$ cat config.mk
export PLATFORM = sky130hd
export DESIGN_NAME = instr_fetch_unit_flat
export DESIGN_NICKNAME = d
export VERILOG_FILES = /design/src/rtl/instr_fetch_unit_if.sv /design/src/rtl/instr_fetch_unit.sv /design/src/flat_wrapper.sv
export SDC_FILE = /design/constraint.sdc
export NUM_CORES = 1
export LEC_CHECK = 0
export ABC_AREA = 1
export BUFFER_PORTS_ARGS = -buffer_cell sky130_fd_sc_hd__buf_4
export CORE_ASPECT_RATIO = 1.75
export CORE_UTILIZATION = 24
export CTS_CLUSTER_DIAMETER = 80
export CTS_CLUSTER_SIZE = 14
export DETAILED_ROUTE_END_ITERATION = 10
export RECOVER_POWER = 25
export SYNTH_ARGS = -nofsm -noshare
export SYNTH_HDL_FRONTEND = slang
export SYNTH_SLANG_ARGS = --single-unit
$ cat constraint.sdc
create_clock -name clk -period 5.5 [get_ports clk]
set_clock_uncertainty 0.05 [all_clocks]
set_input_delay 1.375 -clock clk [delete_from_list [all_inputs] [get_ports clk]]
set_output_delay 1.375 -clock clk [all_outputs]
set_load 0.005 [all_outputs]
$ cat src/rtl/instr_fetch_unit_if.sv
// Instruction-memory request/response bundle between fetch unit and memory.
// Request side is level-held until the memory reports valid.
interface instr_fetch_unit_if;
    logic        imem_req;
    logic [31:0] imem_addr;
    logic [31:0] imem_rdata;
    logic        imem_valid;

    modport master (output imem_req, output imem_addr, input imem_rdata, input imem_valid);
    modport slave  (input imem_req, input imem_addr, output imem_rdata, output imem_valid);
endinterface

$ cat src/rtl/instr_fetch_unit.sv
// Single-issue fetch: owns PC, fetches one word, holds it for decode; 1 cycle after imem_valid.
// Backpressure: instr_ready=0 holds everything; misaligned taken redirect traps until reset.
module instr_fetch_unit #(
    parameter logic [31:0] RESET_PC  = 32'h0000_0000,
    parameter logic [31:0] NOP_INSTR = 32'h0000_0013
) (
    input  logic               clk,
    input  logic               rst_n,
    instr_fetch_unit_if.master imem,
    input  logic               instr_ready,
    input  logic               branch,
    input  logic               jump,
    input  logic               zero,
    input  logic [31:0]        target_pc,
    output logic               instr_valid,
    output logic [31:0]        instr,
    output logic [6:0]         opcode,
    output logic [4:0]         rd,
    output logic [2:0]         funct3,
    output logic [4:0]         rs1,
    output logic [4:0]         rs2,
    output logic [6:0]         funct7,
    output logic [31:0]        pc,
    output logic [31:0]        pc_plus4,
    output logic               fault,
    output logic [31:0]        instret
);

    typedef enum logic [1:0] {
        S_FETCH = 2'd0,
        S_HOLD  = 2'd1,
        S_FAULT = 2'd2
    } state_t;

    state_t      state_q, state_d;
    logic [31:0] pc_q, pc_d;
    logic [31:0] instr_q, instr_d;
    logic [31:0] instret_q, instret_d;
    logic        fault_q, fault_d;
    logic        taken;
    logic [31:0] next_pc;

    always_ff @(posedge clk or negedge rst_n) begin
        if (!rst_n) begin
            state_q   <= S_FETCH;
            pc_q      <= RESET_PC;
            instr_q   <= NOP_INSTR;
            instret_q <= 32'd0;
            fault_q   <= 1'b0;
        end else begin
            state_q   <= state_d;
            pc_q      <= pc_d;
            instr_q   <= instr_d;
            instret_q <= instret_d;
            fault_q   <= fault_d;
        end
    end

    always_comb begin
        state_d   = state_q;
        pc_d      = pc_q;
        instr_d   = instr_q;
        instret_d = instret_q;
        fault_d   = fault_q;
        taken     = jump | (branch & zero);
        next_pc   = taken ? target_pc : pc_plus4;
        unique case (state_q)
            S_FETCH: begin
                if (imem.imem_valid) begin
                    instr_d = imem.imem_rdata;
                    state_d = S_HOLD;
                end
            end
            S_HOLD: begin
                if (instr_ready) begin
                    // instr_q reverts to NOP so it already reads as a bubble once invalid
                    instr_d = NOP_INSTR;
                    if (taken && (next_pc[1:0] != 2'b00)) begin
                        fault_d = 1'b1;
                        state_d = S_FAULT;
                    end else begin
                        pc_d      = next_pc;
                        instret_d = instret_q + 32'd1;
                        state_d   = S_FETCH;
                    end
                end
            end
            default: begin
                state_d = S_FAULT;
            end
        endcase
    end

    assign imem.imem_req  = (state_q == S_FETCH) && rst_n;
    assign imem.imem_addr = pc_q;

    assign instr_valid = (state_q == S_HOLD);
    assign instr       = instr_q;
    assign opcode      = instr_q[6:0];
    assign rd          = instr_q[11:7];
    assign funct3      = instr_q[14:12];
    assign rs1         = instr_q[19:15];
    assign rs2         = instr_q[24:20];
    assign funct7      = instr_q[31:25];
    assign pc          = pc_q;
    assign pc_plus4    = pc_q + 32'd4;
    assign fault       = fault_q;
    assign instret     = instret_q;

endmodule

$ cat src/flat_wrapper.sv
// flat-port wrapper written by rule: the top's interface ports become plain ports
module instr_fetch_unit_flat 
#(
    parameter logic [31:0] RESET_PC  = 32'h0000_0000,
    parameter logic [31:0] NOP_INSTR = 32'h0000_0013
)
  (clk, rst_n, instr_ready, branch, jump, zero, target_pc, instr_valid, instr, opcode, rd, funct3, rs1, rs2, funct7, pc, pc_plus4, fault, instret, imem_imem_req, imem_imem_addr, imem_imem_rdata, imem_imem_valid);
  instr_fetch_unit_if imem_i ();
  input  logic clk;
  input  logic rst_n;
  input  logic instr_ready;
  input  logic branch;
  input  logic jump;
  input  logic zero;
  input  logic [31:0] target_pc;
  output logic instr_valid;
  output logic [31:0] instr;
  output logic [6:0] opcode;
  output logic [4:0] rd;
  output logic [2:0] funct3;
  output logic [4:0] rs1;
  output logic [4:0] rs2;
  output logic [6:0] funct7;
  output logic [31:0] pc;
  output logic [31:0] pc_plus4;
  output logic fault;
  output logic [31:0] instret;
  output wire logic [$bits(imem_i.imem_req)-1:0] imem_imem_req;
  output wire logic [$bits(imem_i.imem_addr)-1:0] imem_imem_addr;
  input wire logic [$bits(imem_i.imem_rdata)-1:0] imem_imem_rdata;
  input wire logic [$bits(imem_i.imem_valid)-1:0] imem_imem_valid;
  assign imem_imem_req = imem_i.imem_req;
  assign imem_imem_addr = imem_i.imem_addr;
  assign imem_i.imem_rdata = imem_imem_rdata;
  assign imem_i.imem_valid = imem_imem_valid;
  instr_fetch_unit #(.RESET_PC(RESET_PC), .NOP_INSTR(NOP_INSTR)) u_core (.clk(clk), .rst_n(rst_n), .imem(imem_i), .instr_ready(instr_ready), .branch(branch), .jump(jump), .zero(zero), .target_pc(target_pc), .instr_valid(instr_valid), .instr(instr), .opcode(opcode), .rd(rd), .funct3(funct3), .rs1(rs1), .rs2(rs2), .funct7(funct7), .pc(pc), .pc_plus4(pc_plus4), .fault(fault), .instret(instret));
endmodule
# After elaboration in Yosys (flattened, before gate mapping)
# Index checks and enable logic that the tools add are counted.
[totals] reg_bits=99 in_bits=71 elab_cells=30
[classes] add_sub_neg=2 n_eq_ne=3 muxes=8 bitwise_logic=3 n_reduce_logical=9
[ops] cell="2-to-1 mux 32 bit" count=3
[ops] cell="case mux 32 bit (2 select lines)" count=1
[ops] cell="adder 32 x 1 -> 32 bit (second input constant)" count=1
[ops] cell="adder 32 x 3 -> 32 bit (second input constant)" count=1
[ops] cell="AND reduction 3 bit" count=3
[ops] cell="2-to-1 mux 2 bit" count=3
[ops] cell="inequality test 2 bit (second input constant)" count=2
[ops] cell="case mux 2 bit (2 select lines)" count=1
[ops] cell="nonzero test 2 bit" count=2
[ops] cell="== test 2 x 1 -> 1 bit (second input constant)" count=1
[ops] cell="logical AND 1 bit" count=2
[ops] cell="zero test 2 bit" count=1
[ops] cell="AND reduction 2 bit" count=1
[ops] cell="bitwise AND 1 bit" count=1
[ops] cell="inverter 1 bit" count=1
[ops] cell="OR 1 bit" count=1

# Depth between registers and ports, before layout
# Gate-level depths: netlist (run 1).
[depth] ltp_word=8 mapped_depth=10 mapped_depth_nobuf=10

# Worst setup path after synthesis (run 1)
# No wires, ideal clock.
[synth_path] path_type="input to output" from="input rst_n" to="output imem_imem_req" t_arrival_ps=1575 t_required_ps=4075 path_slack_ps=2500 cell_stages=1 n_path_buf=0 path_cell_list="nor3b_1"
[synth_via] elab_chain_cells=1
[synth_lines] element="start, declared" line_no="flat_wrapper.sv:10" text="input logic rst_n;"
[synth_lines] element="logical AND 1 bit" line_no="instr_fetch_unit.sv:94" text="assign imem.imem_req = (state_q == S_FETCH) && rst_n;"
[synth_lines] element="end, declared" line_no="flat_wrapper.sv:28" text="output wire logic [$bits(imem_i.imem_req)-1:0] imem_imem_req;"
# Every way passes these cells.

# Worst setup path after layout (run 1)
[layout_path] from="input branch" to="register u_core.pc_q[8], in the netlist u_core.imem.imem_addr[8]"
[layout_via] elab_chain_cells=7
[layout_lines] element="start, declared" line_no="flat_wrapper.sv:12" text="input logic branch;"
[layout_lines] element="bitwise AND 1 bit (*)" line_no="instr_fetch_unit.sv:65" text="taken = jump | (branch & zero);"
[layout_lines] element="OR 1 bit (*)" line_no="instr_fetch_unit.sv:65"
[layout_lines] element="2-to-1 mux 32 bit" line_no="instr_fetch_unit.sv:66" text="next_pc = taken ? target_pc : pc_plus4;"
[layout_lines] element="nonzero test 2 bit" line_no="instr_fetch_unit.sv:78" text="if (taken && (next_pc[1:0] != 2'b00)) begin"
[layout_lines] element="logical AND 1 bit" line_no="instr_fetch_unit.sv:78"
[layout_lines] element="inverter 1 bit (no source line)"
[layout_lines] element="AND reduction 3 bit (no source line)"
[layout_lines] element="end signal, assigned" line_no="instr_fetch_unit.sv:52" text="pc_q <= pc_d;"
[layout_lines] element="end, declared" line_no="instr_fetch_unit.sv:36" text="logic [31:0] pc_q, pc_d;"
# Mark *: on every way between the ends. The rest lies on a longest branch, timed or not.
# A chain may end at the register's enable or synchronous reset.

==> results of run 1 <==
## final cells by class
class / instances / area, um2 / share of cell area
multi-input cells: 543 / 2750 / 0.334
flip-flops and latches: 99 / 2480 / 0.301
repair buffers: 267 / 1990 / 0.242
well taps: 316 / 395 / 0.0479
inverters: 84 / 318 / 0.0385
clock buffers: 9 / 225 / 0.0273
clock inverters: 7 / 82.6 / 0.0100
## layer usage
metal	share of wire	GRT usage	routed length, um	up-vias
li1	-	-	-	2855
met1	0.39	0.199	8630	2763
met2	0.53	0.302	11800	171
met3	0.049	0.0341	1070	26
met4	0.027	0.0675	586	0
met5	0	0	0	-
## worst paths after layout
path / startpoint / to / cells past startpoint / slack [ps]
setup / recovery: branch / u_core.imem.imem_addr[8]$_DFFE_PN0P_ / 9 / 1610
hold / removal: u_core.instret[5]$_DFFE_PN0P_ / u_core.instret[5]$_DFFE_PN0P_ / 1 / 480
setup reg to reg: u_core.state_q[1]$_DFFE_PN0P_ / u_core.imem.imem_addr[8]$_DFFE_PN0P_ / 8 / 2950
hold reg to reg: u_core.instret[5]$_DFFE_PN0P_ / u_core.instret[5]$_DFFE_PN0P_ / 1 / 480
max in group asynchronous: rst_n / u_core.instret[30]$_DFFE_PN0P_ / 2 / 3210
min in group asynchronous: rst_n / u_core.instr[16]$_DFFE_PN0P_ / 1 / 910
## logic make-up (layout without fill, tap and decap cells)
group | Yosys count | after routing
compound gates | 52 | 52
xor+xnor | 32 | 32
fa+ha+maj | 2 | 2
buf+inv | 169 | 367
flops | 99 | 99
simple gates | 457 | 457
## synth_stat cells (4+ instances only)
cell type / number / area share
a22o_1: 29 / 0.041
and2_1: 8 / 0.0081
buf_2: 11 / 0.0089
buf_4: 69 / 0.084
dfrtp_1: 96 / 0.39
inv_1: 79 / 0.048
inv_2: 4 / 0.0024
nand2_1: 257 / 0.16
nand2_2: 5 / 0.0051
nand3_1: 50 / 0.041
nand3b_1: 7 / 0.0085
nand4_1: 8 / 0.0081
nor2_1: 94 / 0.057
nor2_2: 6 / 0.0061
nor2_4: 9 / 0.016
nor3_2: 5 / 0.0081
o21ai_0: 6 / 0.0049
o21ai_1: 4 / 0.0032
o22ai_1: 8 / 0.0081
xor2_1: 23 / 0.033
xor2_2: 6 / 0.016
## state kept, by name, indices dropped and copies added, names as in the netlist
name,count
u_core.imem.imem_addr,32
u_core.instr,32
u_core.state_q,2
u_core.instret,32
u_core.fault,1
## where the power goes
part	switching [mW]	internal, mW
registers	0.0419	0.749
logic	0.0864	0.108
clock network	0.316	0.361
## stage by stage
stage	hold WS (ps)	cell area, um2	worst slack, ps
final	476	8250	1610
after detailed placement	457	7960	1520
after floorplan	416	6160	2500
after global routing	484	8250	1240
after CTS	473	8270	1860
after global placement	461	7960	1590
==> results.md, run 1 <==
- Routed Antenna Nets: 0
- Filler instances: 2732
- Post-Syn Area: just over 0.006 mm2
- Final Setup Violations: 0
- Largest net degree at the start of global routing: 65
- RePlAce Congestion: roughly 0.85
- Peak supply drop: roughly 190 uV
- Vias: 5815
- Vias per cell: about 4.4
- Syn Nets: about 900
- IO buf count: 265
- CP required: 5700 ps
- Compound-cell area share of the yosys netlist: 0.0640
- Most common cell after layout, fill and taps aside: nand2_1
- Status: finished, final reports clean
- Sequential fraction of the synthesis area: 0.403
- Cells after DPL: approximately 1.3k
- Slew at the pin with the worst max-slew slack: 999 ps
- CTS Buf Count: 9
- Clock-pin transition on the worst setup and hold timing paths: about 70 ps
- Number of global-route vias before repair: between 5k and 6k
- Power Dens Cells: between 200 and 250 mW/mm2
- Ports: 266
- # rows: just under 80
- Most frequent cells in the layout: 258 x nand2_1, 208 x buf_4, 96 x dfrtp_1
- Cell Count, Final, Fillers Out: between 1k and 1.5k
- Fraction of layout cells with a size suffix above 1: 0.319
- Tot GR Track Use: 0.172
- Slew Viols, Final: 0
- Post_cts resized: 0
- Hold Crit Class: flop to flop
- Mux share of post-synthesis cell area: 0
- Clk root buf: clkbuf_16
- Initial core utilization: 0.244
- Asr flop ratio synth: 1.00
- Critical path class: input pin to flop
- Post-synthesis adder-cell area fraction: 0.00406
- Cell family with most CP delay: simple AND/OR/NAND/NOR gates
- Setup Buffers After CTS: 0
- TritonCTS clock tree: yes
- Post-synth EDFFs: 0
- Clk sinks: just under 100
- Ant diodes: 0
- Setup_tns: 0 ps
- Later-pin clock latency in the skew report: 360 ps
- Max cap viols: 0
- CTS HTree Levels: 3
- Fraction of the mapped netlist area in simple logic gates: 0.326
- Clock tree buffer depth: 2
- Initial antenna violation count: 0
- RSZ-0062 raised after global routing: no
- Net count reported at finish: between 1k and 1.5k
- Post-synth cell types: 35
- Largest family of logic cells by synthesized area: simple AND/OR/NAND/NOR gates
- Die ar.: about 0.026 mm2
- Endpoint type of the worst setup path: flop
- Ys Warns: 0
- #FFs+latches synth: between 90 and 100
- FMAX: approximately 260 MHz
- Xor/xnor share of the synthesized area: 0.0528
- P_leak: between 4 and 5 nW
- Syn Inst Count: between 800 and 900
- GRT Residual Overflow: 0
- Residual DRC count: 0
- Dpl hpwl: around 17 mm
- Final hold vios: 0
- Min cycle time layout: just under 4000 ps
- First-pass GRT wire length: between 30 and 40 mm
- Crit-path max cell delay: roughly 560 ps
- Final wirelength: 22.0 mm
- Die Ht: around 210 um
- Core Region: ~0.025 mm2
- CP bufs+invs: 2
- CP cell instances: clkbuf_1 -> nand2_1 -> nand2_1 -> nand2_1 -> nand2_4 -> inv_4 -> nand2_1 -> o22ai_1 -> nor2_1
- Startpoint Class: input pin
- Overall Power: 1.66 mW
- Final core utilization: 0.327
- Avg Inst Size Synth: approximately 7.6 um2
- Tcrit/Tclk final: 0.707
- Area growth syn-to-layout: 33.9%
- Drt pass-1 iters: 4
- Top_reg_cell synth: dfrtp_1
- Worst Path Max Fanout: between 50 and 60
- Die width: roughly 120 um
- Most used cell along the critical path: nand2_1
- Wire per inst: 16.6 um
- Initial DRC count: 246
- Max_slew headroom: 0.332
- Critical path data arrival time: 4090 ps
- CP max-delay cell: nand2_1
- # hold bufs at CTS: 0
No activity file was read; power rests on OpenSTA's default activity.
==> inputs of run 2 (changes only) <==
==> constraint.sdc (replaced) <==
create_clock -name clk -period 3.4 [get_ports clk]
set_clock_uncertainty 0.05 [all_clocks]
set_input_delay 0.85 -clock clk [delete_from_list [all_inputs] [get_ports clk]]
set_output_delay 0.85 -clock clk [all_outputs]
set_load 0.005 [all_outputs]
==> run 2 against run 1 <==
Effect of this change: wire length is 0.68% lower; setup slack got worse by 1200 ps; non-clock buffer count up 4; register-to-register slack worse by 2300 ps; count of clock-buffer cells in the layout unchanged; via count increased by 0.88%; die area stayed put; highest routed layer unchanged.
==> results.md, run 2 (synthesized netlist as in run 1, its figures left out) <==
- FMAX: 332 MHz
- CP max-delay cell: dfrtp_1 (was nand2_1)
- CTS HTree Levels: 3 (unchanged)
- CTS Buf Count: 9 (unchanged)
- Initial DRC count: 208 (was 246)
- Ports: 266 (unchanged)
- CP required: 2500 ps (was 5700 ps)
- Core Region: 0.0252 mm2 (unchanged)
- Power Dens Cells: 336 mW/mm2 (was 201 mW/mm2)
- P_leak: 4.27 nW (was 4.25 nW)
- Peak supply drop: 237 uV (was 187 uV)
- Critical path data arrival time: 2110 ps (was 4090 ps)
- Initial antenna violation count: 0 (unchanged)
- Residual DRC count: 0 (unchanged)
- Fraction of layout cells with a size suffix above 1: 0.316 (was 0.319)
- Area growth syn-to-layout: 34.0% (was 33.9%)
- CP cell instances: ha_1 -> nand2_1 -> nor2_1 -> nand2_2 -> nor2_4 -> nand3_1 -> and2_1 -> buf_4 (was clkbuf_1 -> nand2_1 -> nand2_1 -> nand2_1 -> nand2_4 -> inv_4 -> nand2_1 -> o22ai_1 -> nor2_1)
- Clk root buf: clkbuf_16 (unchanged)
- Final Setup Violations: 0 (unchanged)
- Drt pass-1 iters: 7 (was 4)
- RePlAce Congestion: 0.863 (was 0.848)
- Most common cell after layout, fill and taps aside: nand2_1 (unchanged)
- Ant diodes: 0 (unchanged)
- Clock tree buffer depth: 2 (unchanged)
- Multi-input logic area: 0.00272 mm2 (was 0.00275 mm2)
- GRT Residual Overflow: 0 (unchanged)
- Routed Antenna Nets: 0 (unchanged)
- Critical path class: flop to output port (was input pin to flop)
- Tot GR Track Use: 0.170 (was 0.172)
- Slew Viols, Final: 0 (unchanged)
- Largest net degree at the start of global routing: 58 (was 65)
- Number of global-route vias before repair: 5664 (was 5776)
- Hold Crit Class: flop to flop (unchanged)
- Vias: 5866 (was 5815)
- Dpl hpwl: 16.9 mm (was 17.3 mm)
- FF+latch area: 0.00248 mm2 (unchanged)
- Final wirelength: 21.9 mm (was 22.0 mm)
- Initial core utilization: 0.244 (unchanged)
- RSZ-0062 raised after global routing: no (unchanged)
- Crit-path max cell delay: 450 ps (was 560 ps)
- Startpoint Class: flop (was input pin)
- Status: finished, final reports clean (unchanged)
- Die ar.: 0.0263 mm2 (unchanged)
- First-pass GRT wire length: 33.0 mm (was 33.6 mm)
- Endpoint type of the worst setup path: output port (was flop)
- # hold bufs at CTS: 0 (unchanged)
- Slew at the pin with the worst max-slew slack: 1350 ps (was 999 ps)
- Max_slew headroom: 0.100 (was 0.332)
- Min cycle time layout: roughly 3000 ps
- Clk sinks: 99 (unchanged)
- IO buf count: 265 (unchanged)
- Post_cts resized: 0 (unchanged)
- Die width: 123 um (unchanged)
- Most frequent cells in the layout: 258 x nand2_1, 226 x buf_4, 96 x dfrtp_1 (was 258 x nand2_1, 208 x buf_4, 96 x dfrtp_1)
- Die Ht: 214 um (unchanged)
- Final hold vios: 0 (unchanged)
- Wire per inst: 16.5 um (was 16.6 um)
- Max cap viols: 0 (unchanged)
- Vias per cell: 4.41 (was 4.39)
- Filler instances: 2710 (was 2732)
- Net count reported at finish: 1081 (was 1077)
- Clock-pin transition on the worst setup and hold timing paths: 80 ps (was 70 ps)
- TritonCTS clock tree: yes (unchanged)
- Final core utilization: 0.327 (about the same)
- Setup_tns: 0 ps (unchanged)
- Tcrit/Tclk final: 0.886
- # rows: 77 (unchanged)
- Worst Path Max Fanout: 6 (was 55)
- Cell family with most CP delay: simple AND/OR/NAND/NOR gates (unchanged)
- Later-pin clock latency in the skew report: 380 ps (was 360 ps)
- Setup Buffers After CTS: 0 (unchanged)
- CP bufs+invs: 1 (was 2)
==> run 2: final timing paths <==
path,start,endpoint,slack (ps),depth (start not counted)
worst max-delay path,u_core.imem.imem_addr[2]$_DFFE_PN0P_,pc_plus4[22],390,8
worst min-delay path,u_core.fault$_DFFE_PN0P_,u_core.fault$_DFFE_PN0P_,440,1
worst max register to register,u_core.state_q[1]$_DFFE_PN0P_,u_core.instret[19]$_DFFE_PN0P_,640,9
worst min register to register,u_core.fault$_DFFE_PN0P_,u_core.fault$_DFFE_PN0P_,440,1
max in group asynchronous,rst_n,u_core.imem.imem_addr[24]$_DFFE_PN0P_,1430,3
min in group asynchronous,rst_n,u_core.instr[16]$_DFFE_PN0P_,630,2
==> run 2: worst register-to-register path, stage by stage (launching register included) <==
cell and delay, ps:
dfrtp_1 400, inv_1 90, nand2_2 80, nor2_4 140, nand2_1 380, clkbuf_1 650
nor3_1 620, nand2_1 110, nand2_1 90, nand2_1 50
==> run 2: metal layers <==
layer	vias up	GRT usage	part of all wire
met2	168	0.290	0.52
met3	34	0.0341	0.053
li1	2868	-	-
met1	2796	0.198	0.39
met4	0	0.0843	0.036
met5	-	0	0
==> run 2: report_power, final <==
part           internal [mW]  leakage (nW)  switching [mW]
Clock                  0.660         0.164           0.526
Sequential              1.21          1.31          0.0653
Combinational          0.175          2.80           0.139
Total                   2.05          4.27           0.730
==> run 2: stage by stage <==
stage / power (mW) / worst slack, ps / hold WS [ps] / area [um2] / std cells
2_1_floorplan: 1.40 / 1140 / 416 / 6160 / 811
3_3_place_gp: 1.62 / 644 / 449 / 7990 / 1313
3_5_place_dp: 1.63 / 591 / 416 / 7990 / 1313
4_1_cts: 2.84 / 317 / 433 / 8320 / 1329
5_1_grt: 2.91 / 173 / 452 / 8260 / 1329
6_report: 2.78 / 388 / 436 / 8260 / 1329
==> run 2: cell type report <==
| type | count | share of cell area |
|---|---|---|
| tap | 316 | 0.0479 |
| clock inverter | 7 | 0.0127 |
| clock buffer | 9 | 0.0273 |
| inverter | 84 | 0.0385 |
| multi-input combinational | 543 | 0.330 |
| sequential | 99 | 0.300 |
| timing repair buffer | 271 | 0.244 |
==> inputs of run 3 (changes only) <==
--- a/config.mk
+++ b/config.mk
@@ -5,7 +5,7 @@
 export SDC_FILE = /design/constraint.sdc
 export NUM_CORES = 1
 export LEC_CHECK = 0
-export ABC_AREA = 1
+export ABC_AREA = 0
 export BUFFER_PORTS_ARGS = -buffer_cell sky130_fd_sc_hd__buf_4
 export CORE_ASPECT_RATIO = 1.75
 export CORE_UTILIZATION = 24
==> run 3 against run 2 <==
Effect of this change: the run now ends with max-capacitance violations, max-slew violations left; design area is 7.1% lower; synthesized cell count is 30% lower; die area is 11% lower; worst hold slack worse by 21 ps; critical path depth is 2 lower; final cell count is 20% lower; wire length is 17% lower; critical endpoint is now pc_plus4[30]; highest routed layer unchanged.
==> results.md, run 3 <==
- Status: finished, violations left (was finished, final reports clean)
- Failing checks: max-capacitance violations, max-slew violations
- Tcrit/Tclk final: 0.954 (was 0.886)
- CP required: 2500 ps (about the same)
- Initial antenna violation count: 0 (unchanged)
- Slew at the pin with the worst max-slew slack: 1520 ps (was 1350 ps)
- Clock-pin transition on the worst setup and hold timing paths: 80 ps (about the same)
- Min cycle time layout: 3240 ps (was 3010 ps)
- Avg Inst Size Synth: 9.72 um2 (was 7.60 um2)
- Ys Warns: 0 (unchanged)
- Number of global-route vias before repair: 4834 (was 5664)
- Asr flop ratio synth: 1.00 (unchanged)
- Final core utilization: 0.345 (was 0.327)
- Core Region: 0.0223 mm2 (was 0.0252 mm2)
- Power Dens Cells: 591 mW/mm2 (was 336 mW/mm2)
- Ports: 266 (unchanged)
- Ranking of synthesized cells by area: dfrtp_1 44%, buf_4 9.3%, xnor2_1 6.9%, a22o_1 4.8%, nand2_1 3.2% (was dfrtp_1 39%, nand2_1 16%, buf_4 8.4%, nor2_1 5.7%, inv_1 4.8%)
- Max cap viols: 1 (was 0)
- Combinational cell fraction of total power: 0.370 (was 0.113)
- Net Sw Power: 1.50 mW (was 0.730 mW)
- Most common cell after layout, fill and taps aside: buf_4 (was nand2_1)
- Hold Crit Class: flop to flop (unchanged)
- Final hold vios: 0 (unchanged)
- Synth top area share: 0.437 (was 0.390)
- Residual DRC count: 0 (unchanged)
- Endpoint type of the worst setup path: output port (unchanged)
- Clock tree buffer depth: 2 (unchanged)
- Worst Path Max Fanout: 8 (was 6)
- Die Ht: 202 um (was 214 um)
- Vias: 4964 (was 5866)
- Vias per cell: 4.69 (was 4.41)
- IO buf count: 265 (unchanged)
- Final Setup Violations: 0 (unchanged)
- Peak supply drop: 359 uV (was 237 uV)
- Most common cell in the synthesized netlist: dfrtp_1 (was nand2_1)
- Post-synth EDFFs: 0 (unchanged)
- R2R setup slack: 1110 ps (was 640 ps)
- Setup_tns: 0 ps (unchanged)
- Largest net degree at the start of global routing: 59 (was 58)
- Area growth syn-to-layout: 39.7% (was 34.0%)
- Clk root buf: clkbuf_16 (unchanged)
- RePlAce Congestion: 0.857 (was 0.863)
- # hold bufs at CTS: 0 (unchanged)
- Tot GR Track Use: 0.155 (was 0.170)
- Net count reported at finish: 831 (was 1081)
- Initial DRC count: 234 (was 208)
- Critical path origin: u_core.imem.imem_addr[2]$_DFFE_PN0P_ (unchanged)
- Post-route design area: 0.00767 mm2 (was 0.00826 mm2)
- First-pass GRT wire length: 27.5 mm (was 33.0 mm)
- Fraction of layout cells with a size suffix above 1: 0.429 (was 0.316)
- CTS HTree Levels: 3 (unchanged)
- Max_slew headroom: -0.0147 (was 0.100)
- Cell Count, Final, Fillers Out: 1059 (was 1329)
- Die width: 116 um (was 123 um)
- Later-pin clock latency in the skew report: 350 ps (was 380 ps)
- Slew Viols, Final: 59 (was 0)
- Seq pwr share: 0.402 (was 0.460)
- Pint: 3.04 mW (was 2.05 mW)
- Placement Cell Area: 0.00735 mm2 (was 0.00799 mm2)
- Post-synth cell types: 53 (was 35)
- RSZ-0062 raised after global routing: no (unchanged)
- Syn Inst Count: 565 (was 811)
- #FFs+latches synth: 99 (unchanged)
- Drt pass-1 iters: 4 (was 7)
- Initial core utilization: 0.247 (was 0.244)
- CTS Buf Count: 9 (unchanged)
- # rows: 72 (was 77)
- P_leak: 3.69 nW (was 4.27 nW)
- Sequential fraction of the synthesis area: 0.452 (was 0.403)
- Clock Power Share: 0.228 (was 0.427)
- Worst hold start: u_core.fault$_DFFE_PN0P_ (unchanged)
- Routed Antenna Nets: 0 (unchanged)
- Post-Syn Area: 0.00549 mm2 (was 0.00616 mm2)
- Cells after DPL: 1042 (was 1313)
- Post-synth top area cell: dfrtp_1 (unchanged)
- Critical path data arrival time: 2340 ps (was 2110 ps)
- Dpl hpwl: 13.8 mm (was 16.9 mm)
- Ant diodes: 0 (unchanged)
- TritonCTS clock tree: yes (unchanged)
- Syn Nets: 638 (was 884)
- Startpoint Class: flop (unchanged)
- Top_reg_cell synth: dfrtp_1 (unchanged)
- Final wirelength: 18.2 mm (was 21.9 mm)
- Critical path class: flop to output port (unchanged)
- Switching share of power: 0.330 (was 0.263)
- Wire per inst: 17.2 um (was 16.5 um)
- Synth cell count leaders: 96 x dfrtp_1, 68 x buf_4, 47 x nand2_1 (was 257 x nand2_1, 96 x dfrtp_1, 94 x nor2_1)
- Clk sinks: 99 (unchanged)
- Die ar.: 0.0235 mm2 (was 0.0263 mm2)
- Reg-to-Reg Start: u_core.imem.imem_addr[2]$_DFFE_PN0P_ (was u_core.state_q[1]$_DFFE_PN0P_)
- FMAX: 308 MHz (was 332 MHz)
- Most frequent cells in the layout: 281 x buf_4, 88 x dfrtp_1, 47 x nand2_1 (was 258 x nand2_1, 226 x buf_4, 96 x dfrtp_1)
- Worst hold margin: 415 ps (was 436 ps)
- GRT Residual Overflow: 0 (unchanged)
[run 3: changes by cell type in the layout (fill, tap and decap cells not counted), sizes merged, moves of 20 or more]
| cell | change |
|---|---|
| clkbuf | -40 |
| nand3 | -20 |
| inv | -79 |
| xnor2 | +40 |
| nand2 | -217 |
| a21oi | +20 |
| buf | +54 |
| nor2 | -82 |
[run 3: through the flow]
stage                     total power, mW  setup slack (ps)
after floorplan                      2.64               520
after global placement               3.51               305
after detailed placement             3.52               235
after CTS                            4.59              16.9
after global routing                 4.82              12.5
final                                4.53               155
[run 3: cells by family after synthesis]
family	count (synthesis)	share of synthesized area
fa+ha+maj	2	0.00456
buf+inv	107	0.123
mux	7	0.0128
simple gates	186	0.178
compound gates	105	0.136
flops	99	0.452
xor+xnor	59	0.0941
[run 3: critical path, stage by stage (launching register included)]
cell and delay (ps):
dfrtp_2 460, ha_4 190, nand4_2 180, or4_4 510, or3_4 370, xnor2_1 140
buf_4 140
[run 3: final timing paths]
check                                                        end  cells past startpoint
hold / removal                          u_core.fault$_DFFE_PN0P_                      1
setup reg to reg           u_core.imem.imem_addr[26]$_DFFE_PN0P_                      7
hold reg to reg                         u_core.fault$_DFFE_PN0P_                      1
max in group asynchronous  u_core.imem.imem_addr[13]$_DFFE_PN0P_                      2
min in group asynchronous           u_core.instr[20]$_DFFE_PN0P_                      2
setup / recovery                                    pc_plus4[30]                      6
[run 3: routing by layer]
layer / vias to the layer above / GRT usage / wire, um
met5: - / 0 / 0
met4: 0 / 0.0733 / 491
met3: 27 / 0.0201 / 762
met2: 179 / 0.275 / 9770
met1: 2425 / 0.179 / 7160
li1: 2333 / - / -
[run 3: layout make-up]
class	instances	area [um2]
Clock buffer	10	239
Fill cell	2280	14600
Tap cell	296	370
Multi-Input combinational cell	359	2380
Inverter	5	18.8
Timing Repair Buffer	284	2120
Clock inverter	6	53.8
Sequential cell	99	2490
[run 3: power groups by stage]
| stage | Combinational [mW] | Sequential, mW | Clock, mW |
|---|---|---|---|
| 2_1_floorplan | 0.910 | 1.73 | 0 |
| 3_3_place_gp | 1.69 | 1.82 | 0 |
| 3_5_place_dp | 1.69 | 1.83 | 0 |
| 4_1_cts | 1.70 | 1.81 | 1.08 |
| 5_1_grt | 1.85 | 1.87 | 1.10 |
| 6_report | 1.68 | 1.82 | 1.03 |
[run 3: what timing repair did]
item                       in CTS  in global routing
pin swaps                       1                  0
buffers inserted                1                  0
gates resized for setup         2                 10
setup endpoints to repair       2                  6
